===== src/rtl/lsu_ram_ctrl.sv =====
// lsu_ram_ctrl: load/store access stage in front of a single-port word RAM.
// Accepts RV32 load/store requests over valid/ready, performs read-modify-write
// for sub-word stores, extracts and extends sub-word loads, and returns a
// response holding the load data and an error flag.
//
// Optional build macro: LSU_SW_BYPASS_EN -- a legal SW skips the RAM read and
// goes straight to the write cycle (store-word latency 2 instead of 3).
//
// Ports:
//   clock, reset_n            clock, async active-low reset
//   req_valid/req_ready       request handshake (ready only in IDLE)
//   req_we, req_funct3        store/load select, RV32 size/sign code
//   req_addr, req_wdata       byte address, right-aligned store data
//   rsp_valid/rsp_ready       response handshake (held until accepted)
//   rsp_rdata, rsp_err        load result (0 for stores/errors), error flag
//   ram_write_en, ram_addr    RAM write strobe and word index
//   ram_wdata, ram_rdata      RAM write data, combinational RAM read data
module lsu_ram_ctrl #(
  parameter int unsigned DEPTH = 1024
) (
  input  logic                        clock,
  input  logic                        reset_n,
  input  logic                        req_valid,
  output logic                        req_ready,
  input  logic                        req_we,
  input  logic [2:0]                  req_funct3,
  input  logic [31:0]                 req_addr,
  input  logic [31:0]                 req_wdata,
  output logic                        rsp_valid,
  input  logic                        rsp_ready,
  output logic [31:0]                 rsp_rdata,
  output logic                        rsp_err,
  output logic                        ram_write_en,
  output logic [$clog2(DEPTH)-1:0]    ram_addr,
  output logic [31:0]                 ram_wdata,
  input  logic [31:0]                 ram_rdata
);

  localparam int unsigned ADDR_W  = $clog2(DEPTH);
  localparam logic [31:0] DEPTH_W = 32'(DEPTH);

  typedef enum logic [1:0] {S_IDLE, S_READ, S_WRITE, S_RESP} state_t;

  state_t              state_q, state_d;
  logic                we_q, we_d;
  logic [2:0]          f3_q, f3_d;
  logic [1:0]          off_q, off_d;
  logic [31:0]         wdata_q, wdata_d;
  logic [ADDR_W-1:0]   ram_addr_d;
  logic [31:0]         ram_wdata_d;
  logic                ram_write_en_d;
  logic                rsp_valid_d;
  logic [31:0]         rsp_rdata_d;
  logic                rsp_err_d;
  logic                req_bad_c;

  // funct3 legality: loads allow B/H/W/BU/HU, stores allow B/H/W
  function automatic logic f3_ok(input logic we, input logic [2:0] f3);
    if (we) return (f3 == 3'b000) || (f3 == 3'b001) || (f3 == 3'b010);
    return (f3 == 3'b000) || (f3 == 3'b001) || (f3 == 3'b010) ||
           (f3 == 3'b100) || (f3 == 3'b101);
  endfunction

  // Little-endian lane extraction with sign/zero extension
  function automatic logic [31:0] load_ext(input logic [31:0] word,
                                           input logic [2:0]  f3,
                                           input logic [1:0]  off);
    logic [31:0] sh;
    sh = word >> {off, 3'b000};
    case (f3)
      3'b000:  return {{24{sh[7]}}, sh[7:0]};
      3'b001:  return {{16{sh[15]}}, sh[15:0]};
      3'b010:  return word;
      3'b100:  return {24'd0, sh[7:0]};
      3'b101:  return {16'd0, sh[15:0]};
      default: return 32'd0;
    endcase
  endfunction

  // Replace the addressed byte lanes of the old word with store data
  function automatic logic [31:0] store_merge(input logic [31:0] old,
                                              input logic [31:0] wd,
                                              input logic [2:0]  f3,
                                              input logic [1:0]  off);
    logic [31:0] mask;
    logic [31:0] data;
    case (f3[1:0])
      2'b00: begin
        mask = 32'h0000_00ff << {off, 3'b000};
        data = {4{wd[7:0]}};
      end
      2'b01: begin
        mask = 32'h0000_ffff << {off[1], 4'b0000};
        data = {2{wd[15:0]}};
      end
      default: begin
        mask = 32'hffff_ffff;
        data = wd;
      end
    endcase
    return (old & ~mask) | (data & mask);
  endfunction

  assign req_ready = (state_q == S_IDLE);

  // Illegal funct3, misaligned half/word, or word index past the RAM
  always_comb begin
    req_bad_c = !f3_ok(req_we, req_funct3);
    if (req_funct3[1:0] == 2'b01 && req_addr[0])          req_bad_c = 1'b1;
    if (req_funct3[1:0] == 2'b10 && req_addr[1:0] != 2'b00) req_bad_c = 1'b1;
    if ({2'b00, req_addr[31:2]} >= DEPTH_W)                req_bad_c = 1'b1;
  end

  // Next-state and next-output logic
  always_comb begin
    state_d        = state_q;
    we_d           = we_q;
    f3_d           = f3_q;
    off_d          = off_q;
    wdata_d        = wdata_q;
    ram_addr_d     = ram_addr;
    ram_wdata_d    = ram_wdata;
    ram_write_en_d = 1'b0;
    rsp_valid_d    = rsp_valid;
    rsp_rdata_d    = rsp_rdata;
    rsp_err_d      = rsp_err;

    case (state_q)
      S_IDLE: begin
        if (req_valid) begin
          we_d       = req_we;
          f3_d       = req_funct3;
          off_d      = req_addr[1:0];
          wdata_d    = req_wdata;
          ram_addr_d = req_addr[ADDR_W+1:2];
          if (req_bad_c) begin
            state_d     = S_RESP;
            rsp_valid_d = 1'b1;
            rsp_err_d   = 1'b1;
            rsp_rdata_d = 32'd0;
          end else begin
`ifdef LSU_SW_BYPASS_EN
            // Full-word store needs no old data
            if (req_we && req_funct3 == 3'b010) begin
              state_d        = S_WRITE;
              ram_wdata_d    = req_wdata;
              ram_write_en_d = 1'b1;
            end else begin
              state_d = S_READ;
            end
`else
            state_d = S_READ;
`endif
          end
        end
      end
      S_READ: begin
        if (we_q) begin
          state_d        = S_WRITE;
          ram_wdata_d    = store_merge(ram_rdata, wdata_q, f3_q, off_q);
          ram_write_en_d = 1'b1;
        end else begin
          state_d     = S_RESP;
          rsp_valid_d = 1'b1;
          rsp_err_d   = 1'b0;
          rsp_rdata_d = load_ext(ram_rdata, f3_q, off_q);
        end
      end
      S_WRITE: begin
        state_d     = S_RESP;
        rsp_valid_d = 1'b1;
        rsp_err_d   = 1'b0;
        rsp_rdata_d = 32'd0;
      end
      S_RESP: begin
        if (rsp_ready) begin
          state_d     = S_IDLE;
          rsp_valid_d = 1'b0;
        end
      end
      default: state_d = S_IDLE;
    endcase
  end

  // State and output registers
  always_ff @(posedge clock or negedge reset_n) begin
    if (!reset_n) begin
      state_q      <= S_IDLE;
      we_q         <= 1'b0;
      f3_q         <= 3'd0;
      off_q        <= 2'd0;
      wdata_q      <= 32'd0;
      ram_addr     <= '0;
      ram_wdata    <= 32'd0;
      ram_write_en <= 1'b0;
      rsp_valid    <= 1'b0;
      rsp_rdata    <= 32'd0;
      rsp_err      <= 1'b0;
    end else begin
      state_q      <= state_d;
      we_q         <= we_d;
      f3_q         <= f3_d;
      off_q        <= off_d;
      wdata_q      <= wdata_d;
      ram_addr     <= ram_addr_d;
      ram_wdata    <= ram_wdata_d;
      ram_write_en <= ram_write_en_d;
      rsp_valid    <= rsp_valid_d;
      rsp_rdata    <= rsp_rdata_d;
      rsp_err      <= rsp_err_d;
    end
  end

endmodule

===== config.mk =====
export PLATFORM = sky130hd
export DESIGN_NAME = lsu_ram_ctrl
export DESIGN_NICKNAME = d
export VERILOG_FILES = /design/src/rtl/lsu_ram_ctrl.sv
export SDC_FILE = /design/constraint.sdc
export NUM_CORES = 1
export LEC_CHECK = 0
export CAP_MARGIN = 20
export CORE_MARGIN = 1
export CORE_UTILIZATION = 51
export DETAILED_ROUTE_END_ITERATION = 7
export GPL_ROUTABILITY_DRIVEN = 1
export HOLD_SLACK_MARGIN = 0.15
export PLACE_DENSITY = 0.86
export SLEW_MARGIN = 20
export SYNTH_ARGS = -nofsm -noshare
export SYNTH_HDL_FRONTEND = slang
export SYNTH_SLANG_ARGS = --single-unit

===== constraint.sdc =====
create_clock -name clock -period 6.1 [get_ports clock]
set_input_delay 1.22 -clock clock [delete_from_list [all_inputs] [get_ports clock]]
set_output_delay 1.22 -clock clock [all_outputs]
set_load 0.01 [all_outputs]

### After elaboration in Yosys (flattened, before gate mapping)

Cells that the tools add are included.
Widths: inputs -> output; s select.

* reductions and logical operators: 18
* equality and inequality tests: 18
* bitwise gates (word level): 4
* shifts and indexed selects: 3
* muxes and demuxes: 31
* magnitude comparators: 1

Operators with widths (number)
* $mux 32: 7
* $pmux 32 s5: 1
* $pmux 32 s2: 2
* $pmux 32 s3: 1
* $and 32x32->32: 2
* $not 32->32: 1
* $or 32x32->32: 1
* $shl 16x5->32 const A: 1
* $shl 8x5->32 const A: 1
* $shr 32x5->16: 1
* $ge 30x11->1 const B: 1
* $mux 1: 14
* $eq 3x3->1 const B: 4
* $pmux 2 s4: 1
* $reduce_and 4->1: 2
* $eq 2x1->1 const B: 3
* $eq 2x2->1 const B: 3
* $eq 3x1->1 const B: 2
* $eq 3x2->1 const B: 2
* $logic_not 3->1: 2
* $mux 2: 3
* $ne 2x2->1 const B: 3
* $reduce_and 2->1: 3
* $logic_not 2->1: 2
* 8 further kinds: 12

* output and inout port bits: 78
* bits in registers: 117

### Depth between registers and ports, before layout

Gate-level depths: netlist (run 1).

* word-level depth: 13
* mapped depth: 9
* gate-level depth less buffers: 7

### Worst setup path before layout (run 1)

No wires, ideal clock.

* path type: input to register
* from: input port req_addr[19]
* to: register rsp_rdata[10]
* required time: 5.975 ns
* arrival: 2.691 ns
* slack: 3.283 ns
* cell stages on the path: 7
* setup time: 0.125 ns
* cells stage by stage: nor4_1 > nand3_1 > nor4_4 > or3_1 > buf_6 > buf_6 > mux2_4

* longest elaborated chain between the ends: 4

RTL lines
* start, declared: RTL line 27 `input logic [31:0] req_addr,`
* $ge 30x11->1: RTL line 111 `if ({2'b00, req_addr[31:2]} >= DEPTH_W) req_bad_c = 1'b1;`
* $mux 1: RTL line 111
* $ne 2x1->1 (no line)
* $reduce_and 4->1 (no line)
* end signal, assigned: RTL line 209 `rsp_rdata <= rsp_rdata_d;`
* end, declared: RTL line 31 `output logic [31:0] rsp_rdata,`

Every way passes these cells.
A chain may end at the register's enable or synchronous reset.

### Final worst setup path (run 1)

* from: register state_q[1]
* to: register rsp_rdata[16]

* longest elaborated chain between the ends: 3
* elaborated cells between the ends (all ways): 9
* those cells by class: eq/ne (5); mux (1); reduce/logical (3)

RTL lines
* start, declared: RTL line 44 `state_t state_q, state_d;`
* start signal, assigned: RTL line 200 `state_q <= state_d;`
* $eq 2x1->1 (tied with other cells): RTL line 128 `case (state_q)`
* $ne 2x2->1 (no line) (tied with other cells)
* $reduce_and 4->1 (no line)

Several ways; a longest one is shown, not always the timed one.

==> metrics, run 1 <==
status finished clean; post-synth net total 651; CTS tree built; mean post-synth cell area 10.9 sq um; crit-path max cell delay 0.80 ns; Synth Area in Adders 0.842%; IR drop worst, VDD 0.000276 V; critical path class flip-flop to flip-flop; Slew headroom 28.4%; XOR/XNOR Fraction of Synth Area 0%; crit path max fanout 66; # diodes 0; final hold vios 0; Static Leakage 3.74 nW; gr usage total 30.7%; fin. max-slew vios 0; DRT Pass-1 Iters 5; dpl hpwl 12.3 mm; CP arrival 3.55 ns; Iteration-0 DRC Markers 456; Synth Area in Compound Gates 16.4%; final wirelength 17.5 mm; vias in the first global route 5127; Post-Synth Simple-Gate Area 9.20%; CTS sink count 117; synth unique cells 42; largest family of logic cells by synthesized area multiplexers; Hold/Removal Path Class flip-flop to flip-flop; CORE AREA 0.0114 sq mm; Layout area overhead 41.8%; Final ANT Viol Nets 0; row count 39; root buffer cell clkbuf_16; Worst Path Buf+Inv 1; share of layout cells above drive strength 1 16.7%; # IOs 182; die height 110 microns; final worst path period need 3.20 ns; Critical Path Sink Type flip-flop; Clock transition at path regs 0.06 ns; dominant cells by area after synthesis dfrtp_1 (49%), mux2_2 (11%), mux2i_1 (5.9%); CTS Hold Bufs 0; drc violations 0; cells after synthesis 543; fin util 74.1%; Port-buffer cells 181; routed length per instance 20.3 microns; pwr dens 560 mW/mm^2; async set-reset flop share out of synthesis 100%; post-synthesis register bit count 117; Post-synth EDFFs 0; RSZ-0062 raised after global routing no; CP max-delay cell nand2_2; Final nets 815; # resized after CTS 0; routability cong. 0.909; clk_skew 0.00855 ns; Initial Util 52.3%; Startpoint Class flip-flop; MaxCap Viol Count 0; Yosys top cell area share 49.3%; postcts setup bufs 0; Seq/Total Area, Yosys 49.3%; worst-skew pair later-pin latency 0.42 ns; vias per cell 5.97; fmax 312 MHz; GR Overflow Total 0; largest net degree at the start of global routing 67; first-pass GRT wire length 27.1 mm; maximum root-to-sink buffer count 2; Ys Warns 0; Yosys top cell by area dfrtp_1; critical path's top delay family simple AND/OR/NAND/NOR gates; total power 0.00472 W; synthesized area 0.00594 sq mm; DR vias 5151; Horiz. Die Dim 110 microns; Final setup viols 0; number of H-tree levels 4; hold_ws 0.484 ns; fin area 0.00842 sq mm; Num CTS Buffers 17; die footprint 0.0121 sq mm; Final period util 52.5%; mux share of post-synthesis cell area 20.7%; Cell Area, Placed 0.00778 sq mm; initial antenna violation count 0; Top FF cell, synth dfrtp_1; critical path cell sequence inv_1, ha_1, nand2_2, nand2_1, or4_1, nor2_2, a22o_1; Worst Path Required 6.45 ns; Tightest Pin Transition 1.07 ns; setup TNS 0 ns
-- registers in the layout, summed over array words and instances, names as in the netlist --
signal	flops
ram_wdata	32
ram_write_en	1
we_q	1
rsp_rdata	32
rsp_err	1
state_q	2
f3_q	3
rsp_valid	1
ram_addr	10
wdata_q	32
off_q	2
-- layout make-up --
type | instances | area [sq um]
clock buffers | 20 | 457
flip-flops and latches | 117 | 2930
fillers | 758 | 2950
clock inverters | 12 | 178
well taps | 143 | 179
inverters | 7 | 26.3
repair buffers | 185 | 1840
multi-input cells | 379 | 2820
-- power by group --
| group | switching, W | total [W] | internal, W |
|---|---|---|---|
| clock network | 0.000364 | 0.00107 | 0.000704 |
| logic | 0.00104 | 0.00216 | 0.00112 |
| registers | 0.000362 | 0.00149 | 0.00113 |
| total | 0.00176 | 0.00472 | 0.00295 |
-- cells by family after synthesis --
kind of cell	after synthesis
AO/OA/AOI/OAI	150
AND/OR/NAND/NOR	117
flip-flops	117
multiplexers	108
buffers and inverters	47
adder cells (fa/ha/maj)	4
-- metal layers --
| metal | routed length (microns) | GRT usage (%) |
|---|---|---|
| met4 | 536 | 13.9 |
| met3 | 1420 | 7.17 |
| met1 | 7060 | 39.6 |
| met2 | 8510 | 49.0 |
| met5 | 0 | 0 |
-- through the flow --
step | instances | setup WS (ns)
global route | 863 | 2.74
CTS | 863 | 2.95
floorplan | 543 | 3.28
finish | 863 | 2.90
global placement | 831 | 2.60
detailed placement | 831 | 2.53
-- cells in the mapped netlist, types with 2 or more instances --
library cell,count
mux2_4,12
clkbuf_1,23
o21ai_0,58
o21ai_1,2
a2bb2oi_1,7
mux2i_1,35
a22oi_1,15
a21o_1,18
ha_1,4
buf_1,4
buf_2,9
buf_6,3
a22o_1,23
nand2b_1,4
nor4_1,5
nand2_1,55
mux2_2,60
nor2b_1,6
nor3_1,5
o32ai_1,2
o31ai_1,3
nand3_1,9
nor2_1,23
a21oi_1,18
inv_1,7
dfrtp_1,117
-- cell usage in the layout (no fill, tap or decap), drive strengths merged, types with 5 or more instances in the layout --
cell           instances
mux2i                 35
a22oi                 15
dfrtp                117
buf                    5
nor2                  24
mux2                  72
a21oi                 19
inv                    7
nand3                  9
nor4                   6
nor3                   5
a2bb2oi                7
nand2                 55
a22o                  23
a21o                  18
nor2b                  6
o21ai                 60
clkbuf                20
clkdlybuf4s50        180
-- final timing paths --
| check | startpoint | endpoint | slack [ns] | cells after the start |
|---|---|---|---|---|
| min in group asynchronous | reset_n | wdata_q[8] | 0.85 | 1 |
| max reg2reg | state_q[1] | rsp_rdata[16] | 2.90 | 7 |
| min | ram_wdata[10] | ram_wdata[10] | 0.48 | 2 |
| max | state_q[1] | rsp_rdata[16] | 2.90 | 7 |
| max in group asynchronous | reset_n | rsp_rdata[13] | 4.02 | 2 |
| min reg2reg | ram_wdata[10] | ram_wdata[10] | 0.48 | 2 |
-- worst register-to-register path: stages (launching register included) --
cell and delay, ns:
dfrtp_1 0.44, inv_1 0.11, ha_1 0.30, nand2_2 0.80, nand2_1 0.18, or4_1 0.55, nor2_2 0.53, a22o_1 0.24
(Power assumes the default switching activity.)
==> run 2, diff against run 1 <==
--- a/config.mk
+++ b/config.mk
@@ -7,11 +7,11 @@
 export LEC_CHECK = 0
 export CAP_MARGIN = 20
 export CORE_MARGIN = 1
-export CORE_UTILIZATION = 51
+export CORE_UTILIZATION = 43
 export DETAILED_ROUTE_END_ITERATION = 7
 export GPL_ROUTABILITY_DRIVEN = 1
 export HOLD_SLACK_MARGIN = 0.15
-export PLACE_DENSITY = 0.86
+export PLACE_DENSITY = 0.77
 export SLEW_MARGIN = 20
 export SYNTH_ARGS = -nofsm -noshare
 export SYNTH_HDL_FRONTEND = slang
==> constraint.sdc (replaced) <==
create_clock -name clock -period 2.9 [get_ports clock]
set_input_delay 0.58 -clock clock [delete_from_list [all_inputs] [get_ports clock]]
set_output_delay 0.58 -clock clock [all_outputs]
set_load 0.01 [all_outputs]
==> metrics, run 2 (synthesized netlist as in run 1, its figures left out) <==
setup TNS 0 ns (unchanged); postcts setup bufs 0 (unchanged); Critical Path Sink Type flip-flop; worst-skew pair later-pin latency 0.41 ns (about the same); Sw Ratio 36.6% (-0.81 points); number of H-tree levels 4 (unchanged); routed length per instance 19.1 microns (-6.0%); final wirelength 17.3 mm (-1.2%); routability cong. 0.913 (+0.46%); row count 42 (+7.7%); Startpoint Class flip-flop; Reg power frac 30.8% (-0.8 points); CTS tree built; vias per cell 5.52 (-7.5%); Final nets 826 (+1.3%); gr usage total 25.5% (-5.2 points); IR drop worst, VDD 0.000502 V (+82%); commonest non-fill, non-tap cell in the layout clkdlybuf4s50_1; MaxCap Viol Count 0 (unchanged); Horiz. Die Dim 120 microns (+8.7%); RSZ-0062 raised after global routing no; Worst Path Required 3.20 ns (-3.25 ns); Clock transition at path regs 0.05 ns (about the same); Port-buffer cells 181 (unchanged); register area 0.00293 sq mm (unchanged); # resized after CTS 0 (unchanged); Initial Util 44.5% (-7.7 points); Static Leakage 3.79 nW (+1.4%); final hold vios 0 (unchanged); hold_ws 0.155 ns (-0.329 ns); CORE AREA 0.0133 sq mm (+17%); fill cell count 1058 (+40%); final worst path period need 2.52 ns (-0.684 ns); Final ANT Viol Nets 0 (unchanged); area of the multi-input gates 0.00281 sq mm (-0.31%); first-pass GRT wire length 27.6 mm (+1.8%); status finished clean; crit path max fanout 33 (-50%); Layout area overhead 43.8%; Hold/Removal Path Class input pin to async pin; Psw 0.00360 W (+100%); fmax 397 MHz (+27%); initial antenna violation count 0 (unchanged); die height 120 microns (+8.7%); GR Overflow Total 0 (unchanged); internal power 0.00624 W (+110%); CTS sink count 117 (unchanged); die footprint 0.0143 sq mm (+18%); drc violations 0 (unchanged); # IOs 182 (unchanged); Clock Power Share 21.5% (-1.1 points); Final setup viols 0 (unchanged); Iteration-0 DRC Markers 392 (-14%); combinational share of power 47.7% (+1.9 points); dpl hpwl 12.9 mm (+5.2%); biggest regs ram_wdata x32, rsp_rdata x32, wdata_q x32; CP arrival 2.82 ns (-0.73 ns); pwr dens 1150 mW/mm^2 (+110%); Slew headroom 40.1% (+12 points); fin. max-slew vios 0 (unchanged); CTS Hold Bufs 0 (unchanged); root buffer cell clkbuf_16; # diodes 0 (unchanged); Final period util 86.9% (+34 points); Tightest Pin Transition 0.896 ns (-0.176 ns); vias in the first global route 5215 (+1.7%); critical path class flip-flop to flip-flop; worst reg-to-reg path cell count 8 (+1); DR vias 5009 (-2.8%); most frequent cells in the layout clkdlybuf4s50_1 (180), dfrtp_1 (117), mux2_2 (60); clk_skew 0.00698 ns (-0.00157 ns); share of layout cells above drive strength 1 17.5% (+0.84 points); Num CTS Buffers 17 (unchanged); largest net degree at the start of global routing 66 (-1.5%); DRT Pass-1 Iters 5 (unchanged); maximum root-to-sink buffer count 2 (unchanged)
run 2: changes by cell type in the layout (fill, tap and decap cells not counted), sizes merged:
cell,change
bufinv,-1
buf,+11
clkinvlp,-2
clkbuf,+3
run 2: path summary, 6_finish.rpt:
kind,from,end,slack (ns)
max,state_q[1],rsp_rdata[0],0.38
min,reset_n,wdata_q[8],0.15
max reg2reg,state_q[1],rsp_rdata[0],0.38
min reg2reg,ram_wdata[5],ram_wdata[5],0.48
max in group asynchronous,reset_n,ram_wdata[5],2.01
min in group clock,ram_wdata[5],ram_wdata[5],0.48
run 2: layout make-up:
type	instances	share of cell area, %
well taps	176	2.58
flip-flops and latches	117	34.3
clock buffers	23	5.59
inverters	7	0.308
multi-input cells	379	32.9
repair buffers	196	22.9
clock inverters	9	1.46
run 2: routing by layer:
layer | global-route usage, % | vias up | wire length, microns
met1 | 32.1 | 2409 | 7200
met5 | 0 | - | 0
met4 | 10.2 | 0 | 375
li1 | - | 2319 | -
met3 | 6.75 | 31 | 1410
met2 | 41.8 | 250 | 8330
run 2: per-stage QoR:
| step | total power [W] | setup WS [ns] | std cells | cell area (sq um) | util [%] |
|---|---|---|---|---|---|
| floorplan | 0.00581 | 0.611 | 543 | 5940 | - |
| global placement | 0.00750 | 0.234 | 874 | 7930 | 59.4 |
| detailed placement | 0.00766 | 0.187 | 874 | 7930 | 59.4 |
| CTS | 0.00983 | 0.377 | 906 | 8530 | 63.9 |
| global route | 0.0104 | 0.237 | 907 | 8540 | 64.0 |
| finish | 0.00984 | 0.380 | 907 | 8540 | 64.0 |
run 2: power groups by stage:
stage          Sequential, W  Clock [W]  Combinational, W
2_1_floorplan        0.00297          0           0.00284
6_report             0.00303    0.00212           0.00469
3_5_place_dp         0.00304          0           0.00462
5_1_grt              0.00311    0.00221           0.00511
3_3_place_gp         0.00300          0           0.00451
4_1_cts              0.00302    0.00215           0.00467
run 2: critical path, cell delays in order, from the launching register on:
cell and delay (ns):
dfrtp_1 0.42, inv_1 0.11, ha_1 0.32, nor4b_2 0.25, nand4_1 0.21, nor4_4 0.29
or3_1 0.19, buf_12 0.22, mux2_2 0.36
